==> config.mk <==
export PLATFORM = sky130hd
export DESIGN_NAME = riscv_debug_module_0p11
export DESIGN_NICKNAME = d
export VERILOG_FILES = /design/src/rtl/riscv_dm_0p11_pkg.sv /design/src/rtl/riscv_dm_dram.sv /design/src/rtl/riscv_debug_module_0p11.sv
export SDC_FILE = /design/constraint.sdc
export NUM_CORES = 1
export LEC_CHECK = 0
export CORE_MARGIN = 1
export CORE_UTILIZATION = 30
export CTS_CLUSTER_SIZE = 8
export DETAILED_ROUTE_END_ITERATION = 10
export PLACE_DENSITY_LB_ADDON = 0.12
export SYNTH_ARGS = -nofsm -noshare
export SYNTH_HDL_FRONTEND = slang
export SYNTH_HIERARCHICAL = 1
export SYNTH_SLANG_ARGS = --single-unit
==> constraint.sdc <==
create_clock -name clk -period 9.3 [get_ports clk]
set_input_delay 1.86 -clock clk [delete_from_list [all_inputs] [get_ports clk]]
set_output_delay 1.86 -clock clk [all_outputs]
set_load 0.01 [all_outputs]
==> src/rtl/riscv_dm_0p11_pkg.sv <==
// Shared types and constants for the 0.11 debug module: DMI op/resp codes,
// DMI and hart-side (ICB) register addresses, dminfo fields, packed DMI
// request/response layouts.
package riscv_dm_0p11_pkg;

  typedef enum logic [1:0] {
    DMI_OP_NOP   = 2'd0,
    DMI_OP_READ  = 2'd1,
    DMI_OP_WRITE = 2'd2,
    DMI_OP_RSVD  = 2'd3
  } dmi_op_e;

  typedef enum logic [1:0] {
    DMI_RESP_SUCCESS = 2'd0,
    DMI_RESP_FAILED  = 2'd2
  } dmi_resp_e;

  // DMI register addresses
  localparam logic [4:0] DMI_ADDR_DMCONTROL = 5'h10;
  localparam logic [4:0] DMI_ADDR_DMINFO    = 5'h11;

  // Hart-side byte addresses
  localparam logic [11:0] ICB_ADDR_HALTNOT  = 12'h100;
  localparam logic [11:0] ICB_ADDR_CLEARINT = 12'h108;
  localparam logic [11:0] ICB_ADDR_DRAM     = 12'h400;

  // dminfo fields
  localparam int DMINFO_VERSION   = 1;  // [1:0]
  localparam int DMINFO_AUTHTYPE0 = 5;  // single set bit position

  // DMI request: [40:36] addr, [35:2] data, [1:0] op
  typedef struct packed {
    logic [4:0]  addr;
    logic [33:0] data;
    logic [1:0]  op;
  } dmi_req_t;

  // DMI response: [35:2] data, [1:0] resp
  typedef struct packed {
    logic [33:0] data;
    logic [1:0]  resp;
  } dmi_resp_t;

  // dminfo word: [15:10] = ram size - 1, authenticated bit, version 1
  function automatic logic [31:0] dminfo_word(input int words);
    logic [31:0] v;
    v                   = '0;
    v[15:10]            = 6'(words - 1);
    v[DMINFO_AUTHTYPE0] = 1'b1;
    v[1:0]              = 2'(DMINFO_VERSION);
    return v;
  endfunction

endpackage

==> src/rtl/riscv_dm_dram.sv <==
// Debug RAM: DRAM_WORDS x 32 register file, one DMI port and one ICB port.
// Latency: combinational reads, writes land on the rising edge.
// Backpressure: none; both ports always accept. Same-edge writes to one word: DMI wins.
// Ports: clk, rst (async high); dmi_we/dmi_idx/dmi_wdata/dmi_rdata;
//        icb_we/icb_idx/icb_wdata/icb_rdata.
module riscv_dm_dram
  import riscv_dm_0p11_pkg::*;
#(
  parameter int DRAM_WORDS = 8,
  parameter int AW         = $clog2(DRAM_WORDS)
) (
  input  logic          clk,
  input  logic          rst,
  input  logic          dmi_we,
  input  logic [AW-1:0] dmi_idx,
  input  logic [31:0]   dmi_wdata,
  output logic [31:0]   dmi_rdata,
  input  logic          icb_we,
  input  logic [AW-1:0] icb_idx,
  input  logic [31:0]   icb_wdata,
  output logic [31:0]   icb_rdata
);

  logic [31:0] mem [DRAM_WORDS];

  // DMI write is issued after the ICB write so it takes the word on a collision.
  always_ff @(posedge clk or posedge rst) begin
    if (rst) begin
      for (int i = 0; i < DRAM_WORDS; i++) mem[i] <= '0;
    end else begin
      if (icb_we) mem[icb_idx] <= icb_wdata;
      if (dmi_we) mem[dmi_idx] <= dmi_wdata;
    end
  end

  assign dmi_rdata = mem[dmi_idx];
  assign icb_rdata = mem[icb_idx];

endmodule

==> src/rtl/riscv_debug_module_0p11.sv <==
// RISC-V 0.11 debug module for one hart: DMI register map, debug RAM, halt/irq handshake.
// Latency: one cycle from request accept to registered response on both DMI and ICB.
// Backpressure: single-entry per port; request ready = ~rsp_valid | rsp_ready.
// Ports: clk, rst (async high); dtm_req_*/dtm_resp_* DMI from the DTM;
//        i_icb_cmd_*/i_icb_rsp_* hart access; o_dbg_irq, o_ndreset, o_fullreset; test_mode.
// Config: RISCV_DM_RESET_CTRL_EN enables ndreset/fullreset state in dmcontrol[1:0].
module riscv_debug_module_0p11
  import riscv_dm_0p11_pkg::*;
#(
  parameter int DRAM_WORDS = 8
) (
  input  logic        clk,
  input  logic        rst,
  input  logic        dtm_req_valid,
  output logic        dtm_req_ready,
  input  logic [40:0] dtm_req_bits,
  output logic        dtm_resp_valid,
  input  logic        dtm_resp_ready,
  output logic [35:0] dtm_resp_bits,
  input  logic        i_icb_cmd_valid,
  output logic        i_icb_cmd_ready,
  input  logic [11:0] i_icb_cmd_addr,
  input  logic        i_icb_cmd_read,
  input  logic [31:0] i_icb_cmd_wdata,
  output logic        i_icb_rsp_valid,
  input  logic        i_icb_rsp_ready,
  output logic [31:0] i_icb_rsp_rdata,
  output logic        o_dbg_irq,
  output logic        o_ndreset,
  output logic        o_fullreset,
  input  logic        test_mode
);

  localparam int          AW       = $clog2(DRAM_WORDS);
  localparam logic [4:0]  DW_ADDR  = 5'(DRAM_WORDS);
  localparam logic [31:0] DMINFO   = dminfo_word(DRAM_WORDS);

  logic interrupt_q, haltnot_q;
  logic [1:0] dmctl_bits;

  // ---------------- DMI side ----------------
  dmi_req_t  req;
  dmi_op_e   op;
  dmi_resp_t rsp_d;
  logic      dmi_fire, dmi_wr, dmi_ram_hit;
  logic [31:0] dram_dmi_rdata, dmi_rd_lo;

  assign req           = dmi_req_t'(dtm_req_bits);
  assign op            = dmi_op_e'(req.op);
  assign dtm_req_ready = ~dtm_resp_valid | dtm_resp_ready;
  assign dmi_fire      = dtm_req_valid & dtm_req_ready;
  assign dmi_wr        = dmi_fire && (op == DMI_OP_WRITE);
  assign dmi_ram_hit   = (req.addr < DW_ADDR);

  always_comb begin
    dmi_rd_lo = '0;
    if (dmi_ram_hit)                         dmi_rd_lo = dram_dmi_rdata;
    else if (req.addr == DMI_ADDR_DMCONTROL) dmi_rd_lo = {30'b0, dmctl_bits};
    else if (req.addr == DMI_ADDR_DMINFO)    dmi_rd_lo = DMINFO;
  end

  // Response data is the pre-write view; the write lands on the same edge.
  always_comb begin
    rsp_d.data = {interrupt_q, haltnot_q, dmi_rd_lo};
    rsp_d.resp = (op == DMI_OP_RSVD) ? DMI_RESP_FAILED : DMI_RESP_SUCCESS;
  end

  always_ff @(posedge clk or posedge rst) begin
    if (rst) begin
      dtm_resp_valid <= 1'b0;
      dtm_resp_bits  <= '0;
    end else if (dmi_fire) begin
      dtm_resp_valid <= 1'b1;
      dtm_resp_bits  <= rsp_d;
    end else if (dtm_resp_ready) begin
      dtm_resp_valid <= 1'b0;
    end
  end

  // ---------------- ICB side ----------------
  logic          icb_fire, icb_wr, icb_ram_hit, icb_haltnot_set, icb_int_clr;
  logic [AW-1:0] icb_idx;
  logic [31:0]   dram_icb_rdata;

  assign i_icb_cmd_ready = ~i_icb_rsp_valid | i_icb_rsp_ready;
  assign icb_fire        = i_icb_cmd_valid & i_icb_cmd_ready;
  assign icb_wr          = icb_fire & ~i_icb_cmd_read;
  assign icb_idx         = i_icb_cmd_addr[AW+1:2];
  // RAM window is naturally aligned, so matching the upper bits is enough.
  assign icb_ram_hit     = ({i_icb_cmd_addr[11:AW+2], {(AW+2){1'b0}}} == ICB_ADDR_DRAM);
  assign icb_haltnot_set = icb_wr && (i_icb_cmd_addr[11:2] == ICB_ADDR_HALTNOT[11:2]);
  assign icb_int_clr     = icb_wr && (i_icb_cmd_addr[11:2] == ICB_ADDR_CLEARINT[11:2]);

  always_ff @(posedge clk or posedge rst) begin
    if (rst) begin
      i_icb_rsp_valid <= 1'b0;
      i_icb_rsp_rdata <= '0;
    end else if (icb_fire) begin
      i_icb_rsp_valid <= 1'b1;
      i_icb_rsp_rdata <= (i_icb_cmd_read && icb_ram_hit) ? dram_icb_rdata : 32'h0;
    end else if (i_icb_rsp_ready) begin
      i_icb_rsp_valid <= 1'b0;
    end
  end

  // ---------------- Debug RAM ----------------
  riscv_dm_dram #(.DRAM_WORDS(DRAM_WORDS), .AW(AW)) u_dram (
    .clk       (clk),
    .rst       (rst),
    .dmi_we    (dmi_wr & dmi_ram_hit),
    .dmi_idx   (req.addr[AW-1:0]),
    .dmi_wdata (req.data[31:0]),
    .dmi_rdata (dram_dmi_rdata),
    .icb_we    (icb_wr & icb_ram_hit),
    .icb_idx   (icb_idx),
    .icb_wdata (i_icb_cmd_wdata),
    .icb_rdata (dram_icb_rdata)
  );

  // ---------------- interrupt / haltnot ----------------
  // Hart-side events take precedence over DMI on the same edge.
  always_ff @(posedge clk or posedge rst) begin
    if (rst) begin
      interrupt_q <= 1'b0;
      haltnot_q   <= 1'b0;
    end else begin
      if (icb_int_clr)                 interrupt_q <= 1'b0;
      else if (dmi_wr && req.data[33]) interrupt_q <= 1'b1;

      if (icb_haltnot_set)             haltnot_q <= 1'b1;
      else if (dmi_wr && !req.data[32]) haltnot_q <= 1'b0;
    end
  end

  assign o_dbg_irq = interrupt_q;

  // ---------------- reset control ----------------
`ifdef RISCV_DM_RESET_CTRL_EN
  logic ndreset_q, fullreset_q;
  logic unused_bits;

  always_ff @(posedge clk or posedge rst) begin
    if (rst) begin
      ndreset_q   <= 1'b0;
      fullreset_q <= 1'b0;
    end else if (dmi_wr && (req.addr == DMI_ADDR_DMCONTROL)) begin
      ndreset_q   <= req.data[1];
      fullreset_q <= req.data[0];
    end
  end

  assign dmctl_bits  = {ndreset_q, fullreset_q};
  assign o_ndreset   = ndreset_q & ~test_mode;
  assign o_fullreset = fullreset_q & ~test_mode;
  assign unused_bits = ^i_icb_cmd_addr[1:0];
`else
  logic unused_bits;

  assign dmctl_bits  = 2'b00;
  assign o_ndreset   = 1'b0;
  assign o_fullreset = 1'b0;
  assign unused_bits = ^{i_icb_cmd_addr[1:0], test_mode};
`endif

endmodule

==> summary.txt, run 1 <==
Outcome
  – Status: complete, no violations

Route
  – Drt total wl: 68900 µm
  – Routed Antenna Nets: 0
  – Via Count: 13.9k
  – DR WL/cell: 26.6 µm
  – Initial DRC Count: 1008
  – Residual DRC: 0
  – Vias/cell: 5.37
  – Pre-antenna DRT Iters: 5

Yosys
  – Yosys reg bits: 327
  – Sequential share of the synthesized area: 42.1%
  – Yosys warns: 6
  – Synth Area per Inst: 11.3 µm²
  – Yosys top cell area share: 42.1%
  – Async set or reset register ratio after synthesis: 100%
  – Synth top area cells: dfrtp_1, mux4_2, mux2i_1, mux2_2, a21oi_1
  – Library cells used by synthesis: 42
  – Post-Synthesis Cells: 1715
  – Post-synth EDFFs: 0
  – Top-count cell post-synth: dfrtp_1
  – Synth Flop Type: dfrtp_1
  – Top cells by count, synth: dfrtp_1, mux2i_1, nand2_1
  – Synth area leader: dfrtp_1
  – Post-Syn Area: 0.0194 mm²

Hold path
  – Min-delay src: haltnot_q
  – Hold Crit Class: reg -> reg

Power
  – Internal Power: 2720 µW
  – Total Power: 3710 µW
  – Cell area power density: 165 mW/mm²
  – Clock power frac: 42.3%
  – Net Switching: 989 µW
  – P_leak: 0.00967 µW
  – Flop pwr share: 43.5%
  – Sw Ratio: 26.6%
  – Max VDD drop: 0.000109 V
  – Comb pwr share: 14.2%

Die
  – Initial core utilization: 30.6%
  – Area of the core: 0.0635 mm²
  – Die extent in x: 257 µm
  – Die Ht: 257 µm
  – Die area: 0.0658 mm²
  – I/O pins: 168
  – Rows: 92

Timing
  – Fin Setup TNS: 0 ns
  – Relative slew slack: 25.0%
  – Count of final setup violators: 0
  – Fmax: 0.181 GHz
  – Period minus WS final: 5.52 ns
  – RSZ-0062 raised after global routing: no
  – Worst-Margin Slew: 1.12 ns
  – Slew Viols, Final: 0
  – Final count of hold timing violations: 0
  – Final period utilization: 59.3%
  – Fin Clk Skew: 0.0326 ns

GRT
  – GRT Overall Usage: 21.0%
  – First-pass GRT wire length: 102000 µm
  – Vias in the first global route: 14.3k
  – Grt total ovfl: 0
  – Initial antenna violation count: 3
  – Pin count of the biggest net entering global routing: 162

Clock network
  – CTS tree: yes
  – CTS H-tree lvls: 2
  – CTS resizes: 0
  – CTS Sinks: 327
  – Postcts setup bufs: 0
  – Bufs on Longest Clock Path: 3
  – CTS buffer count: 47
  – Worst skew pair latency: 0.59 ns
  – CTS root buf: clkbuf_16
  – # hold bufs at CTS: 0
  – Clk pin slew, worst setup/hold paths: 0.05 ns

Finish
  – Layout fillers: 6273
  – Layout cells sized above 1: 20.2%
  – Layout Nets: 1837
  – Area delta synth->final: 15.6%

Critical path
  – Most used cell, CP: clkdlybuf4s50_1
  – Worst R2R End: u_dram/mem[224]
  – CP Launch Type: input pin
  – Crit path cell chain: clkdlybuf4s50_1 -> nand2b_2 -> buf_4 -> clkdlybuf4s50_1
  – Critical Path Slowest Stage Cell: clkdlybuf4s50_1
  – FF-to-FF Start: i_icb_rsp_valid
  – CP endpoint: i_icb_cmd_ready
  – Reg2reg path depth: 8
  – Worst Setup SP: i_icb_rsp_ready
  – Flop2flop setup slack: 5.18 ns
  – CP Max Fanout: 36
  – Worst setup EP type: output pin
  – Worst EP required: 7.44 ns
  – Worst setup path class: in -> out
  – CP arrival: 3.66 ns
  – Max incr delay on CP: 0.68 ns

Placement
  – Port buffer count: 161
  – Post-detail-place hpwl: 38200 µm
  – GPL Wtd Cong: 0.734

Flow run
  – MaxCap Viol Count: 0
-- layout by cell type, fill, tap and decap left out, types with 38 or more instances in the layout --
master           synthesis  layout
clkdlybuf4s50_1          0     153
clkbuf_16                0      49
mux2_2                  66      66
buf_4                   28      38
o21ai_1                 54      54
a21oi_1                133     133
mux2i_1                256     256
mux4_2                 128     128
dfrtp_1                327     327
nor2_1                 130     129
o21ai_0                 92      92
nand2_1                136     135
-- worst max-delay path: cells and delay by family --
family,cells,cell delay [ns]
buf+inv,3,1.68
simple gates,1,0.10
-- layer usage --
| layer | vias to the layer above | global-route usage [%] | share of wire (%) |
|---|---|---|---|
| met4 | 4 | 4.70 | 1.7 |
| met3 | 91 | 3.45 | 5.0 |
| met2 | 417 | 32.7 | 46 |
| met5 | - | 0 | 0.036 |
| li1 | 6242 | - | - |
| met1 | 7177 | 30.5 | 48 |
-- area by class of cell --
class / instances / area [µm²] / share of cell area, %
clock buffers: 52 / 1250 / 5.55
clock inverters: 1 / 7.51 / 0.0334
diodes: 1 / 2.50 / 0.0111
flip-flops and latches: 327 / 8180 / 36.4
multi-input cells: 1142 / 9990 / 44.5
repair buffers: 196 / 1860 / 8.26
inverters: 30 / 121 / 0.540
well taps: 846 / 1060 / 4.71
-- registers in the layout (all words and copies together), names as in the netlist --
name	flops
u_dram/mem	256
dtm_resp_bits	35
i_icb_rsp_rdata	32
dtm_resp_valid	1
haltnot_q	1
i_icb_rsp_valid	1
o_dbg_irq	1
-- logic make-up (layout without fill, tap and decap cells) --
family | Yosys count | after routing | share of synthesized area [%]
other | 1 | 4 | 0.0193
and+or+nand+nor | 360 | 360 | 8.77
AOI/OAI and AO/OA | 329 | 329 | 10.3
DFF | 327 | 327 | 42.1
muxes | 450 | 450 | 31.8
buffers and inverters | 248 | 279 | 6.95
-- power groups by stage --
stage | clock [µW] | sequential (µW) | combinational, µW
6_report | 1570 | 1620 | 527
5_1_grt | 1670 | 1630 | 573
4_1_cts | 1620 | 1610 | 534
3_5_place_dp | 0 | 1640 | 533
3_3_place_gp | 0 | 1630 | 526
2_1_floorplan | 0 | 1620 | 368
-- worst min path at each step --
stage	slack, ns	end	cells after the start
detailed placement	0.47	haltnot_q	1
global placement	0.47	haltnot_q	1
finish	0.49	haltnot_q	1
global route	0.52	haltnot_q	1
CTS	0.49	haltnot_q	1
floorplan	0.45	haltnot_q	1
-- stage by stage --
step / hold slack (ns) / setup slack [ns] / utilization [%] / area, µm² / std cells
after CTS: 0.491 / 3.74 / 35.4 / 22500 / 2594
after global placement: 0.469 / 3.22 / 33.4 / 21200 / 2541
after floorplan: 0.451 / 0.398 / - / 19400 / 1717
after global routing: 0.517 / 3.63 / 35.4 / 22500 / 2594
final: 0.487 / 3.78 / 35.4 / 22500 / 2595
after detailed placement: 0.472 / 3.19 / 33.4 / 21200 / 2541
No activity file was read; power rests on OpenSTA's default activity.
==> run 2: changes to the inputs <==
==> constraint.sdc (replaced) <==
create_clock -name clk -period 4.8 [get_ports clk]
set_input_delay 0.96 -clock clk [delete_from_list [all_inputs] [get_ports clk]]
set_output_delay 0.96 -clock clk [all_outputs]
set_load 0.01 [all_outputs]
==> run 2 against run 1 <==
Power increased by 93%; clock-buffer cell count unchanged; combinational power grew 95%; sequential cell count stayed put; sequential power up 93%; via count increased by 0.27%; cell count is 0.81% higher; worst setup slack got worse by 2.7 ns; critical endpoint unchanged; highest routed layer unchanged.
==> summary.txt, run 2 (synthesized netlist as in run 1, its figures left out) <==
Outcome
  – Status: complete, no violations (unchanged)

Route
  – Drt total wl: 68300 µm (was 68900 µm)
  – Initial DRC Count: 975 (was 1008)
  – Pre-antenna DRT Iters: 5 (unchanged)
  – Via Count: 14.0k (was 13.9k)
  – Vias/cell: 5.34 (was 5.37)
  – Residual DRC: 0 (unchanged)
  – DR WL/cell: 26.1 µm (was 26.6 µm)
  – Routed Antenna Nets: 0 (unchanged)

Power
  – Flop pwr share: 43.7% (was 43.5%)
  – Sw Ratio: 27.0% (was 26.6%)
  – Comb pwr share: 14.4% (was 14.2%)
  – Internal Power: 5230 µW (was 2720 µW)
  – Net Switching: 1940 µW (was 989 µW)
  – Max VDD drop: 0.000246 V (was 0.000109 V)
  – Cell area power density: 316 mW/mm² (was 165 mW/mm²)
  – Clock power frac: 41.9% (was 42.3%)
  – P_leak: 0.00978 µW (was 0.00967 µW)

Critical path
  – CP arrival: 2.79 ns (was 3.66 ns)
  – Flop2flop setup slack: 2.04 ns (was 5.18 ns)
  – Worst Setup SP: i_icb_rsp_ready (unchanged)
  – Worst EP required: 3.84 ns (was 7.44 ns)
  – CP Max Fanout: 35 (was 36)
  – Worst setup EP type: output pin (unchanged)
  – FF-to-FF Start: dtm_resp_valid (was i_icb_rsp_valid)
  – Reg2reg path depth: 6 (was 8)
  – Worst setup path class: in -> out (unchanged)
  – CP Launch Type: input pin (unchanged)
  – Worst R2R End: u_dram/mem[164] (was u_dram/mem[224])

GRT
  – Pin count of the biggest net entering global routing: 91 (was 162)
  – First-pass GRT wire length: 102000 µm (about the same)
  – Vias in the first global route: 14.6k (was 14.3k)
  – Grt total ovfl: 0 (unchanged)
  – Initial antenna violation count: 6 (was 3)
  – GRT Overall Usage: 20.9% (was 21.0%)

Clock network
  – CTS root buf: clkbuf_16 (unchanged)
  – Clk pin slew, worst setup/hold paths: 0.05 ns (about the same)
  – Bufs on Longest Clock Path: 3 (unchanged)
  – Postcts setup bufs: 0 (unchanged)
  – CTS Sinks: 327 (unchanged)
  – Worst skew pair latency: 0.58 ns (was 0.59 ns)
  – CTS resizes: 0 (unchanged)
  – # hold bufs at CTS: 0 (unchanged)
  – CTS tree: yes (unchanged)
  – CTS H-tree lvls: 2 (unchanged)
  – CTS buffer count: 47 (unchanged)

Placement
  – Port buffer count: 161 (unchanged)
  – GPL Wtd Cong: 0.756 (was 0.734)
  – Placed insts: 2562 (was 2541)
  – Post-detail-place hpwl: 40500 µm (was 38200 µm)

Timing
  – Count of final setup violators: 0 (unchanged)
  – Fmax: 0.267 GHz
  – Relative slew slack: 40.1% (was 25.0%)
  – RSZ-0062 raised after global routing: no (unchanged)
  – Worst-Margin Slew: 0.899 ns (was 1.12 ns)
  – Fin Clk Skew: 0.0295 ns (was 0.0326 ns)
  – Final period utilization: 78.1%
  – Fin Setup TNS: 0 ns (unchanged)
  – Period minus WS final: 3.75 ns
  – Slew Viols, Final: 0 (unchanged)
  – Final count of hold timing violations: 0 (unchanged)

Die
  – Initial core utilization: 30.6% (unchanged)
  – Die extent in x: 257 µm (unchanged)
  – Area of the core: 0.0635 mm² (unchanged)
  – Rows: 92 (unchanged)
  – Die Ht: 257 µm (unchanged)
  – I/O pins: 168 (unchanged)
  – Die area: 0.0658 mm² (unchanged)

Hold path
  – Hold Crit Class: reg -> reg (unchanged)
  – Min-delay src: haltnot_q (unchanged)
  – Worst hold endpoint: haltnot_q (unchanged)
  – Hold Path Cell Cnt: 1 (unchanged)

Finish
  – Commonest cells after routing, fill and taps aside: dfrtp_1, mux2i_1, clkdlybuf4s50_1 (unchanged)
  – Layout cells sized above 1: 21.1% (was 20.2%)
  – Area delta synth->final: 16.6% (was 15.6%)
  – Layout Nets: 1858 (was 1837)
  – Layout fillers: 6276 (was 6273)
  – Reg with most FFs: u_dram/mem (unchanged)
  – Max FFs per register: 256 (unchanged)
  – Most common cell after layout, fill and taps aside: dfrtp_1 (unchanged)
  – Biggest regs: u_dram/mem x256, dtm_resp_bits x35, i_icb_rsp_rdata x32 (unchanged)
  – Non-Filler Instances: 2616 (was 2595)
  – Core Util, Final: 35.7% (was 35.4%)
  – # diodes: 0 (was 1)

Flow run
  – MaxCap Viol Count: 0 (unchanged)
==> run 2: worst max-delay path by stage <==
stage	to	slack (ns)	cells after the start
floorplan	u_dram/mem[0]	0.47	1
global placement	u_dram/mem[177]	0.99	7
detailed placement	u_dram/mem[191]	0.96	9
CTS	i_icb_cmd_ready	1.04	4
global route	i_icb_cmd_ready	1.01	4
finish	i_icb_cmd_ready	1.05	4
==> run 2: metrics by stage <==
step / cell area (µm²) / power, µW / hold slack [ns] / setup WS [ns]
floorplan: 19400 / 3850 / 0.451 / 0.468
global placement: 21500 / 4190 / 0.469 / 0.987
detailed placement: 21500 / 4220 / 0.476 / 0.962
CTS: 22700 / 7270 / 0.488 / 1.04
global route: 22700 / 7480 / 0.491 / 1.01
finish: 22700 / 7160 / 0.491 / 1.05
==> run 2: metal layers <==
layer	vias to the layer above	GRT usage (%)	part of all wire, %
met5	-	0	0.10
li1	6301	-	-
met1	7141	29.3	47
met4	12	5.84	2.2
met2	409	33.1	46
met3	106	3.28	4.8
==> run 2: worst max-delay path, cell delays in order <==
cell	delay, ns
clkdlybuf4s50_1	0.45
nand2b_2	0.13
buf_4	0.56
clkdlybuf4s50_1	0.66
==> run 2: cell type report <==
cell class | count | area, µm² | area share [%]
Clock buffer | 52 | 1200 | 5.31
Tap cell | 846 | 1060 | 4.67
Sequential cell | 327 | 8180 | 36.1
Clock inverter | 2 | 13.8 | 0.0607
Multi-Input combinational cell | 1142 | 9990 | 44.1
Timing Repair Buffer | 217 | 2100 | 9.27
Inverter | 30 | 118 | 0.519
==> run 2: power by group through the flow <==
stage	clock, µW	sequential [µW]	combinational, µW
detailed placement	0	3170	1040
floorplan	0	3130	714
CTS	3090	3130	1050
finish	3000	3130	1030
global placement	0	3160	1030
global route	3190	3160	1130
